--- src/rtl/pwm_dac_ctrl.sv ---
// pwm_dac_ctrl
// Sample sequencer in front of the PWM DAC. Buffers duty-cycle samples from a
// producer (valid/ready) and presents them on set_o, changing only on PWM
// period boundaries. Each sample is held for hold_i+1 periods. Underruns are
// flagged with a sticky bit.
//
// Ports
//   clk_i            clock, shared with the DAC
//   rst_ni           asynchronous active-low reset, shared with the DAC
//   en_i             playback enable
//   hold_i           periods per sample minus 1
//   sample_i         duty-cycle sample from producer
//   sample_valid_i   producer has a sample
//   sample_ready_o   FIFO can accept a sample
//   set_o            duty cycle to DAC set_i
//   period_start_o   high in the last cycle of each PWM period
//   underrun_o       sticky underrun flag
//   clr_underrun_i   clears underrun_o (a simultaneous set wins)
//   level_o          FIFO occupancy
//
// state       | meaning
// ------------+------------------------------------------------------
// ST_IDLE     | playback stopped, set_o forced to 0
// ST_RUN      | playing a sample, counting hold periods
// ST_UNDERRUN | FIFO ran dry, last sample repeated, flag set

module pwm_dac_ctrl #(
   parameter int WIDTH = 4,
   parameter int DEPTH = 4
) (
   input  logic                       clk_i,
   input  logic                       rst_ni,
   input  logic                       en_i,
   input  logic [3:0]                 hold_i,
   input  logic [WIDTH-1:0]           sample_i,
   input  logic                       sample_valid_i,
   output logic                       sample_ready_o,
   output logic [WIDTH-1:0]           set_o,
   output logic                       period_start_o,
   output logic                       underrun_o,
   input  logic                       clr_underrun_i,
   output logic [$clog2(DEPTH):0]     level_o
);

   localparam int AW = $clog2(DEPTH);

   typedef enum logic [1:0] {
      ST_IDLE     = 2'd0,
      ST_RUN      = 2'd1,
      ST_UNDERRUN = 2'd2
   } state_e;

   state_e           state_q, state_d;
   logic [WIDTH-1:0] phase_q, phase_d;
   logic [WIDTH-1:0] mem_q [DEPTH];
   logic [WIDTH-1:0] mem_d [DEPTH];
   logic [AW-1:0]    wr_ptr_q, wr_ptr_d;
   logic [AW-1:0]    rd_ptr_q, rd_ptr_d;
   logic [AW:0]      level_q, level_d;
   logic [WIDTH-1:0] set_q, set_d;
   logic [3:0]       hold_q, hold_d;
   logic [3:0]       hold_cnt_q, hold_cnt_d;
   logic             underrun_q, underrun_d;

   logic boundary;
   logic full;
   logic empty;
   logic push;
   logic load;
   logic underrun_set;
   logic hold_done;

   assign boundary  = &phase_q;
   assign full      = (level_q == (AW+1)'(DEPTH));
   assign empty     = (level_q == '0);
   assign push      = sample_valid_i && !full;
   assign hold_done = (hold_cnt_q == hold_q);

   assign sample_ready_o = !full;
   assign set_o          = set_q;
   assign period_start_o = boundary;
   assign underrun_o     = underrun_q;
   assign level_o        = level_q;

   // Phase mirrors the DAC counter, so it free-runs regardless of en_i.
   assign phase_d = phase_q + WIDTH'(1);

   always_comb begin
      state_d      = state_q;
      set_d        = set_q;
      hold_d       = hold_q;
      hold_cnt_d   = hold_cnt_q;
      load         = 1'b0;
      underrun_set = 1'b0;

      if (boundary) begin
         case (state_q)
            ST_IDLE: begin
               if (en_i && !empty) load = 1'b1;
            end
            ST_RUN: begin
               if (!en_i) begin
                  state_d = ST_IDLE;
                  set_d   = '0;
               end else if (!hold_done) begin
                  hold_cnt_d = hold_cnt_q + 4'd1;
               end else if (!empty) begin
                  load = 1'b1;
               end else begin
                  state_d      = ST_UNDERRUN;
                  underrun_set = 1'b1;
               end
            end
            ST_UNDERRUN: begin
               if (!en_i) begin
                  state_d = ST_IDLE;
                  set_d   = '0;
               end else if (!empty) begin
                  load = 1'b1;
               end else begin
                  // Re-asserting the set each starved boundary lets it beat a clear.
                  underrun_set = 1'b1;
               end
            end
            default: begin
               state_d = ST_IDLE;
               set_d   = '0;
            end
         endcase
      end

      if (load) begin
         state_d    = ST_RUN;
         set_d      = mem_q[rd_ptr_q];
         hold_d     = hold_i;
         hold_cnt_d = 4'd0;
      end
   end

   // FIFO: the pop reads the head before this cycle's push lands, so a sample
   // pushed into an empty FIFO cannot be popped in the same cycle.
   always_comb begin
      mem_d    = mem_q;
      wr_ptr_d = wr_ptr_q;
      rd_ptr_d = rd_ptr_q;
      level_d  = level_q;
      if (push) begin
         mem_d[wr_ptr_q] = sample_i;
         wr_ptr_d        = wr_ptr_q + AW'(1);
      end
      if (load) rd_ptr_d = rd_ptr_q + AW'(1);
      case ({push, load})
         2'b10:   level_d = level_q + (AW+1)'(1);
         2'b01:   level_d = level_q - (AW+1)'(1);
         default: level_d = level_q;
      endcase
   end

   always_comb begin
      underrun_d = underrun_q;
      if (underrun_set)        underrun_d = 1'b1;
      else if (clr_underrun_i) underrun_d = 1'b0;
   end

   always_ff @(posedge clk_i or negedge rst_ni) begin
      if (!rst_ni) begin
         state_q    <= ST_IDLE;
         phase_q    <= '0;
         wr_ptr_q   <= '0;
         rd_ptr_q   <= '0;
         level_q    <= '0;
         set_q      <= '0;
         hold_q     <= 4'd0;
         hold_cnt_q <= 4'd0;
         underrun_q <= 1'b0;
         for (int i = 0; i < DEPTH; i++) mem_q[i] <= '0;
      end else begin
         state_q    <= state_d;
         phase_q    <= phase_d;
         wr_ptr_q   <= wr_ptr_d;
         rd_ptr_q   <= rd_ptr_d;
         level_q    <= level_d;
         set_q      <= set_d;
         hold_q     <= hold_d;
         hold_cnt_q <= hold_cnt_d;
         underrun_q <= underrun_d;
         mem_q      <= mem_d;
      end
   end

endmodule

--- config.mk ---
export PLATFORM = sky130hd
export DESIGN_NAME = pwm_dac_ctrl
export DESIGN_NICKNAME = d
export VERILOG_FILES = /design/src/rtl/pwm_dac_ctrl.sv
export SDC_FILE = /design/constraint.sdc
export NUM_CORES = 1
export LEC_CHECK = 0
export BUFFER_PORTS_ARGS = -buffer_cell sky130_fd_sc_hd__buf_4
export CAP_MARGIN = 20
export CORE_UTILIZATION = 55
export DETAILED_ROUTE_END_ITERATION = 7
export PLACE_DENSITY = 0.75
export SYNTH_ARGS = -nofsm -noshare
export SYNTH_HDL_FRONTEND = slang
export SYNTH_SLANG_ARGS = --single-unit
--- constraint.sdc ---
create_clock -name clk_i -period 4.9 [get_ports clk_i]
set_clock_uncertainty 0.15 [all_clocks]
set_input_delay 0.735 -clock clk_i [delete_from_list [all_inputs] [get_ports clk_i]]
set_output_delay 0.735 -clock clk_i [all_outputs]
set_load 0.05 [all_outputs]
==> run_results.csv, run 1 <==
group,metric,value,unit
finish,nets,221,
logic_synthesis,ys_types,42,
timing,setup_tns,0,ps
global_route,grt_util_all_layers,23.6,%
worst_setup_path,worstSetupEndpointType,"flip-flop",
floorplanning,die_area,0.00418,mm2
finish,fillers,292,
worst_setup_path,crit_chain,"inv_1, ha_1, nor2_1, nor4b_4, and2_1, ha_1, inv_1, fa_1, xor2_1, nor2_1, xor2_1",
worst_setup_path,crit_family,"simple AND/OR/NAND/NOR gates",
pwr,p_leak,1.13,nW
pwr,p_int,0.926,mW
detailed_routing,highest_layer,"met4",
pwr,p_per_area,625,mW/mm2
timing,fin_crit_sh,71.3,%
detailed_routing,vias,1440,
pwr,netSwitchingPower,0.608,mW
logic_synthesis,yosys.area_share.simple,9.74,%
floorplanning,die_width,64.6,um
worst_setup_path,required,4980,ps
logic_synthesis,synth-compound-area-share,10.4,%
floorplanning,row_count,22,
clock_tree,clock-root-buffer,"clkbuf_8",
worst_setup_path,path_max_fanout,16,
finish,layout-drive-gt1-share,30.5,%
worst_setup_path,path_buf_inv,2,
logic_synthesis,synth_edf_count,0,
pwr,clkPwrFrac,17.6,%
timing,worst_slew_pin_slew,850,ps
pwr,ir_worst_vdd,0.410,mV
global_route,grt_pass1_wl,7290,um
pwr,swShare,39.6,%
timing,hold_viol_final,0,
clock_tree,cts_tree,"built",
timing,maxSlewViolCount,0,
worst_setup_path,rrSetupSlack,1400,ps
clock_tree,cts_resized,0,
clock_tree,worstSkewPairLatency,300,ps
clock_tree,cts_max_level,2,
detailed_routing,ant_nets,0,
finish,n_antenna_cell,0,
global_route,grt-ovfl-total,0,
clock_tree,cts_buffer_depth,2,
detailed_routing,drt_iter0_markers,55,
worst_setup_path,rr_worst_depth,11,
clock_tree,cts_hold_buf,0,
pwr,seqPwrFrac,39.7,%
worst_setup_path,timing.rr.end,"level_o[2]",
detailed_routing,firstDrtPassIters,5,
clock_tree,clkTransAtPathRegs,80,ps
worst_hold_path,hp-class,"input port to asynchronous set/reset pin",
detailed_routing,wl_met1,1700,um
timing,slew_headroom,42.6,%
global_route,grt_pass1_vias,1537,
worst_setup_path,worstPathArrival,3580,ps
floorplanning,coreArea,0.00372,mm2
detailed_routing,wl_met2,2310,um
place,portBuffers,22,
logic_synthesis,synthXorXnorAreaFrac,4.87,%
timing,min_period,3500,ps
logic_synthesis,synth_flop_cell,"dfrtp_1",
run,cap_violations,0,
logic_synthesis,syn_inst,171,
worst_setup_path,cpPeakStageDelay,670,ps
logic_synthesis,synth_area,0.00216,mm2
detailed_routing,met3WireLength,186,um
logic_synthesis,synth_area_per_cell,12.6,um2
floorplanning,io-pin-count,23,
global_route,grt_max_degree,43,
finish,finish.utilization,66.0,%
run_status,status,"finished clean",
worst_setup_path,start_kind,"flip-flop",
logic_synthesis,async_flop_share,100,%
logic_synthesis,syn-num-nets,196,
pwr,pwr-share-comb,42.7,%
place,post-place-ws,1330,ps
timing,clock.fmax,286,MHz
floorplanning,die_h,64.6,um
finish,area_growth,13.7,%
worst_setup_path,r2r_start,"state_q[1]",
logic_synthesis,synth_top_family_by_area,"multiplexers",
detailed_routing,route.final.wire_length,4270,um
clock_tree,clock_sinks,42,
logic_synthesis,synth_seq_cells,42,
place,hpwl,2990,um
worst_setup_path,critical_path_class,"flip-flop to flip-flop",
detailed_routing,wl_per_cell,17.4,um
logic_synthesis,synth_mux_area_share,15.1,%
detailed_routing,drc,0,
logic_synthesis,yosysSeqAreaShare,48.7,%
logic_synthesis,yosys.area_share.adder,7.31,%
worst_setup_path,slowest_stage,"and2_1",
detailed_routing,via_per_inst,5.88,
clock_tree,cts_buffers,5,
logic_synthesis,yosysWarningCount,0,
timing,setup_viol,0,
global_route,antenna_found_initial,0,
timing,layout_setup_ws,1400,ps
timing,rsz0062_at_grt,"false",
floorplanning,start_util,58.0,%
place,gp_congestion,0.799,
clock_tree,postCtsSetupBuffers,0,
## sequential cells by signal, indices dropped and copies added, names as in the netlist
register,flops
hold_cnt_q,4
hold_q,4
level_o,3
mem_q,16
phase_q,4
rd_ptr_q,2
set_o,4
state_q,2
underrun_o,1
wr_ptr_q,2
## cells in the mapped netlist, drive strengths merged, types with 4 or more instances
library cell | number | area share, %
nand2 | 7 | 1.2
a21oi | 5 | 1.2
ha | 11 | 6.4
inv | 12 | 2.1
nand3 | 6 | 1.4
mux2 | 20 | 11
dfrtp | 42 | 49
mux4 | 4 | 4.2
o21ai | 10 | 2.3
xor2 | 9 | 3.7
a32oi | 4 | 1.6
nor2 | 6 | 1.0
## layout by cell type (no fill, tap or decap), types with 3 or more instances in the layout
cell type  synthesis  layout
mux4_2             4       4
nand2_1            7       7
dfrtp_1           42      42
inv_1             12      12
a21oi_1            5       5
xor2_1             9       9
mux2_4             3       3
nor2_1             6       6
mux2_2            17      17
ha_1              11      11
nand3_1            6       6
clkbuf_8           0       5
o21ai_1            3       3
xnor2_1            3       3
a32oi_1            4       4
o21ai_0            7       7
buf_4              1      22
## logic make-up after synthesis
logic type,after synthesis
AO/OA/AOI/OAI,30
XOR/XNOR,12
AND/OR/NAND/NOR,35
flip-flops,42
multiplexers,24
buffers and inverters,16
adder cells (fa/ha/maj),12
## metrics by stage
step | area (um2) | hold WS, ps | total power, mW | cells
6_report | 2450 | 245 | 1.53 | 245
5_1_grt | 2450 | 294 | 1.63 | 245
4_1_cts | 2450 | 263 | 1.55 | 245
3_5_place_dp | 2340 | 307 | 1.27 | 237
3_3_place_gp | 2340 | 285 | 1.22 | 237
2_1_floorplan | 2160 | 271 | 1.08 | 171
## layer usage
| metal | track usage [%] | vias up |
|---|---|---|
| met2 | 42.8 | 31 |
| met1 | 25.5 | 732 |
| met5 | 0 | - |
| met3 | 7.22 | 9 |
| li1 | - | 668 |
| met4 | 9.17 | 0 |
## worst register-to-register path, cell delays in order, from the launching register on
cell     delay (ps)
dfrtp_1         400
inv_1            90
ha_1            410
nor2_1          110
nor4b_4         410
and2_1          670
ha_1            320
inv_1            70
fa_1            370
xor2_1          150
nor2_1          120
xor2_1          150
## worst max-delay path by stage
stage / cells after the start / startpoint / slack [ps] / to
floorplan: 12 / en_i / 1910 / level_o[2]
global placement: 10 / en_i / 1490 / level_o[2]
detailed placement: 10 / en_i / 1330 / level_o[2]
CTS: 11 / state_q[0] / 1410 / level_o[2]
global route: 11 / state_q[0] / 1210 / level_o[2]
finish: 11 / state_q[1] / 1400 / level_o[2]
## power groups by stage
| stage | sequential (mW) | combinational, mW | clock [mW] |
|---|---|---|---|
| 2_1_floorplan | 0.671 | 0.410 | 0 |
| 3_3_place_gp | 0.601 | 0.622 | 0 |
| 3_5_place_dp | 0.617 | 0.652 | 0 |
| 4_1_cts | 0.609 | 0.659 | 0.277 |
| 5_1_grt | 0.629 | 0.712 | 0.288 |
| 6_report | 0.608 | 0.655 | 0.270 |
## cell type report
type | instances | area [um2] | share of cell area [%]
well taps | 48 | 60.1 | 2.45
repair buffers | 22 | 165 | 6.73
multi-input cells | 113 | 1020 | 41.7
flip-flops and latches | 42 | 1050 | 42.8
clock inverters | 3 | 40.0 | 1.63
inverters | 12 | 45.0 | 1.84
clock buffers | 5 | 68.8 | 2.80
Note: power is estimated with default switching activity, not from simulation.
==> run 2: changes to the inputs <==
clock period = 3.4 ns   (was 4.9 ns; I/O delays follow)
==> run 2 against run 1 <==
- flip-flop and latch count unchanged
- maximum frequency is 21% higher
- highest routed layer unchanged
- count of clock-buffer cells in the layout up 1
==> run_results.csv, run 2 (same netlist as run 1, synthesis figures left out) <==
group,metric,value,unit
finish,nets,222,
timing,clock.fmax,346,MHz
finish,n_antenna_cell,0,
timing,fin_crit_sh,84.9,%
pwr,p_leak,1.13,nW
run_status,status,"finished clean",
clock_tree,clock_sinks,42,
timing,rsz0062_at_grt,"false",
floorplanning,die_h,64.6,um
run,cap_violations,0,
detailed_routing,drt_iter0_markers,85,
detailed_routing,drc,0,
global_route,grt_util_all_layers,22.4,%
worst_setup_path,required,3470,ps
clock_tree,cts_tree,"built",
timing,worst_slew_pin_slew,954,ps
worst_setup_path,worstPathArrival,2950,ps
timing,setup_tns,0,ps
timing,slew_headroom,35.6,%
timing,fin_hold_ws,34.6,ps
timing,hold_viol_final,0,
global_route,antenna_found_initial,0,
finish,final_cell_mix,"42 x dfrtp_1, 23 x buf_4, 17 x mux2_2",
worst_hold_path,hp-class,"input port to asynchronous set/reset pin",
place,gp_congestion,0.876,
floorplanning,coreArea,0.00372,mm2
clock_tree,cts_resized,0,
timing,setup_viol,0,
finish,largest_reg_flops,16,
pwr,p_per_area,893,mW/mm2
floorplanning,row_count,22,
detailed_routing,route.final.wire_length,4030,um
clock_tree,cts_buffers,5,
floorplanning,io-pin-count,23,
clock_tree,postCtsSetupBuffers,0,
global_route,grt-ovfl-total,0,
worst_setup_path,worstSetupEndpointType,"flip-flop",
finish,area_growth,14.2,%
global_route,grt_pass1_vias,1478,
worst_setup_path,critical_path_class,"flip-flop to flip-flop",
detailed_routing,firstDrtPassIters,4,
global_route,grt_pass1_wl,6900,um
finish,layout.cells.most_common,"dfrtp_1",
detailed_routing,via_per_inst,5.83,
clock_tree,clock-root-buffer,"clkbuf_8",
timing,min_period,2890,ps
worst_setup_path,path_max_fanout,6,
clock_tree,cts_max_level,2,
worst_setup_path,start_kind,"flip-flop",
finish,largest_register,"mem_q",
finish,layout-drive-gt1-share,30.3,%
pwr,ir_worst_vdd,0.509,mV
detailed_routing,ant_nets,0,
detailed_routing,wl_per_cell,16.4,um
pwr,p_total,2.20,mW
floorplanning,die_area,0.00418,mm2
clock_tree,cts_hold_buf,0,
floorplanning,start_util,58.0,%
timing,maxSlewViolCount,0,
floorplanning,die_width,64.6,um
place,hpwl,2940,um
clock_tree,clkTransAtPathRegs,80,ps
global_route,grt_max_degree,43,
clock_tree,worstSkewPairLatency,300,ps
place,portBuffers,22,
detailed_routing,vias,1435,
clock_tree,cts_buffer_depth,2,
[run 2: changes by cell type in the layout (fill, tap and decap cells not counted)]
cell / change
clkinvlp_4: +1
clkinv_2: -2
buf_4: +1
clkbuf_1: +1
[run 2: through the flow]
stage / std cells / instance area (um2) / utilization [%] / setup slack (ps)
global placement: 238 / 2350 / 63.3 / 706
finish: 246 / 2460 / 66.3 / 512
CTS: 246 / 2460 / 66.3 / 503
detailed placement: 238 / 2350 / 63.3 / 538
floorplan: 171 / 2160 / - / 578
global route: 246 / 2460 / 66.3 / 259
[run 2: cell type report]
| cell class | instances | area, um2 |
|---|---|---|
| Sequential cell | 42 | 1050 |
| Timing Repair Buffer | 23 | 173 |
| Clock inverter | 2 | 37.5 |
| Clock buffer | 6 | 72.6 |
| Inverter | 12 | 45.0 |
| Multi-Input combinational cell | 113 | 1020 |
| Tap cell | 48 | 60.1 |
| Fill cell | 280 | 1250 |
[run 2: power by group]
group / internal, mW / switching (mW) / leakage (nW)
sequential: 0.700 / 0.174 / 0.517
combinational: 0.418 / 0.518 / 0.565
clock: 0.219 / 0.170 / 0.0514
total: 1.34 / 0.862 / 1.13
[run 2: critical path, stage by stage, from the launching register on]
cell and delay, ps:
dfrtp_1 410, inv_1 90, ha_1 390, nor2_1 100, nor4b_4 400, and2_1 210
ha_1 180, inv_1 60, fa_1 380, xor2_1 160, nor2_1 110, xor2_1 160
[run 2: worst paths after layout]
path                                 from       endpoint  slack, ps  depth (start not counted)
min in group clk_i         clr_underrun_i     underrun_o        240                          2
max in group asynchronous          rst_ni       mem_q[0]       2680                          1
max reg2reg                    state_q[1]     level_o[2]        510                         11
min                                rst_ni  hold_cnt_q[3]         30                          1
max                            state_q[1]     level_o[2]        510                         11
min reg2reg                    phase_q[0]     phase_q[0]        300                          1
[run 2: per-layer routing]
layer  vias up  wire (um)  track usage, %
met5         -          0               0
met4         0        110            10.6
met3        11        166            4.75
met2        38       2060            38.4
met1       714       1690            26.7
li1        672          -               -
==> run 3: changes to the inputs <==
CORE_UTILIZATION = 52   (was 55)
clock period = 2.6 ns   (was 3.4 ns; I/O delays follow)
==> run 3 against run 2 <==
- sequential share of layout area down 1.5 points
- combinational power up 42%
- die area rose by 5.6%
- clock power is 9.0% higher
- global-route usage up 0.29 points
- via count rose by 2.4%
- setup slack got worse by 400 ps
- final cell count increased by 4.5%
- power increased by 32%
- critical path depth did not move
- critical endpoint unchanged
==> run_results.csv, run 3 (same netlist as run 1, synthesis figures left out) <==
group,metric,value,unit
clock_tree,cts_tree,"built",
timing,min_period,2490,ps
floorplanning,row_count,23,
floorplanning,die_h,66.4,um
finish,area_growth,18.9,%
place,place_area,0.00241,mm2
timing,clock.fmax,402,MHz
worst_hold_path,hp-class,"input port to flip-flop",
timing,fin_crit_sh,95.6,%
timing,hold_viol_final,0,
floorplanning,coreArea,0.00400,mm2
run,cap_violations,0,
timing,setup_viol,0,
detailed_routing,drc,0,
clock_tree,clkTransAtPathRegs,80,ps
timing,setup_tns,0,ps
clock_tree,cts_max_level,2,
global_route,antenna_found_initial,0,
global_route,grt_pass1_wl,7290,um
worst_setup_path,critical_path_class,"flip-flop to flip-flop",
worst_setup_path,required,2670,ps
global_route,grt_max_degree,43,
floorplanning,die_width,66.4,um
detailed_routing,via_per_inst,5.72,
finish,largest_register,"mem_q",
pwr,p_leak,1.17,nW
floorplanning,io-pin-count,23,
place,portBuffers,22,
finish,fin_area,0.00256,mm2
worst_hold_path,holdPathStages,2,
pwr,p_per_area,1130,mW/mm2
detailed_routing,vias,1470,
finish,nets,231,
finish,layout.cells.most_common,"dfrtp_1",
detailed_routing,wl_per_cell,17.3,um
finish,layout-drive-gt1-share,39.1,%
run_status,status,"finished clean",
detailed_routing,drt_iter0_markers,80,
place,gp_congestion,0.771,
timing,slew_headroom,39.9,%
timing,worst_slew_pin_slew,890,ps
clock_tree,clock-root-buffer,"clkbuf_8",
timing,fin_hold_ws,145,ps
detailed_routing,firstDrtPassIters,4,
clock_tree,cts_buffer_depth,2,
worst_setup_path,path_max_fanout,6,
clock_tree,worstSkewPairLatency,300,ps
clock_tree,clock_sinks,42,
detailed_routing,route.final.wire_length,4460,um
floorplanning,start_util,53.9,%
detailed_routing,ant_nets,0,
clock_tree,cts_buffers,5,
timing,maxSlewViolCount,0,
place,hpwl,3180,um
worst_setup_path,worstSetupEndpointType,"flip-flop",
global_route,grt_util_all_layers,22.7,%
worst_setup_path,rr_worst_depth,11,
global_route,grt_pass1_vias,1591,
finish,final_cell_mix,"39 x dfrtp_1, 31 x buf_4, 17 x mux2_2",
finish,largest_reg_flops,16,
floorplanning,die_area,0.00441,mm2
finish,n_antenna_cell,0,
global_route,grt-ovfl-total,0,
pwr,ir_worst_vdd,0.535,mV
worst_setup_path,worstPathArrival,2550,ps
worst_setup_path,start_kind,"flip-flop",
-- run 3: cell count changes in the layout (fill, tap and decap cells not counted), moves of 3 or more --
cell,change
buf_4,+8
ha_1,-4
dfrtp_1,-3
dfrtp_2,+3
ha_4,+3
-- run 3: final timing paths --
kind | start | slack [ps] | endpoint
worst max-delay path | state_q[1] | 110 | level_o[2]
worst min-delay path | clr_underrun_i | 140 | underrun_o
worst min register to register | mem_q[9] | 360 | mem_q[9]
max in group asynchronous | rst_ni | 1440 | level_o[1]
min in group asynchronous | rst_ni | 460 | hold_q[3]
worst max register to register | state_q[1] | 110 | level_o[2]
-- run 3: stage by stage --
step           std cells  utilization (%)  setup WS (ps)  power, mW
6_report             257             64.1            115       2.90
5_1_grt              257             64.1          -13.7       3.08
4_1_cts              252             62.7           6.14       2.88
3_5_place_dp         243             60.3           42.4       2.45
3_3_place_gp         243             60.3            196       2.37
2_1_floorplan        171                -          -57.6       2.08
-- run 3: report_power, final --
group          switching [mW]  total (mW)  leakage [nW]  internal, mW
Combinational           0.712        1.33         0.608         0.614
Sequential              0.231        1.15         0.514         0.920
Clock                   0.235       0.424        0.0483         0.189
-- run 3: repair_timing --
action                                  in CTS  in global routing
hold buffers                                 1                  0
gates resized for setup                      0                  4
endpoints found under the setup margin       0                  2
endpoints found under the hold margin       42                  0
buffers inserted                             0                  5
-- run 3: area by class of cell --
type | count | area [um2]
repair buffers | 32 | 243
clock inverters | 3 | 18.8
fillers | 324 | 1440
multi-input cells | 113 | 1070
clock buffers | 5 | 68.8
flip-flops and latches | 42 | 1050
inverters | 12 | 45.0
well taps | 50 | 62.6
-- run 3: critical path: stages (launching register included) --
cell,delay (ps)
dfrtp_1,410
inv_2,80
ha_4,300
nor2_2,60
nor4b_4,260
and2_4,210
ha_4,130
inv_1,50
fa_2,330
xor2_1,150
nor2_1,120
xor2_1,160
-- run 3: per-layer routing --
metal / part of all wire (%) / vias up / global-route usage (%)
li1: - / 685 / -
met1: 43 / 751 / 27.4
met2: 53 / 24 / 40.3
met3: 2.1 / 10 / 3.62
met4: 1.6 / 0 / 8.51
met5: 0 / - / 0
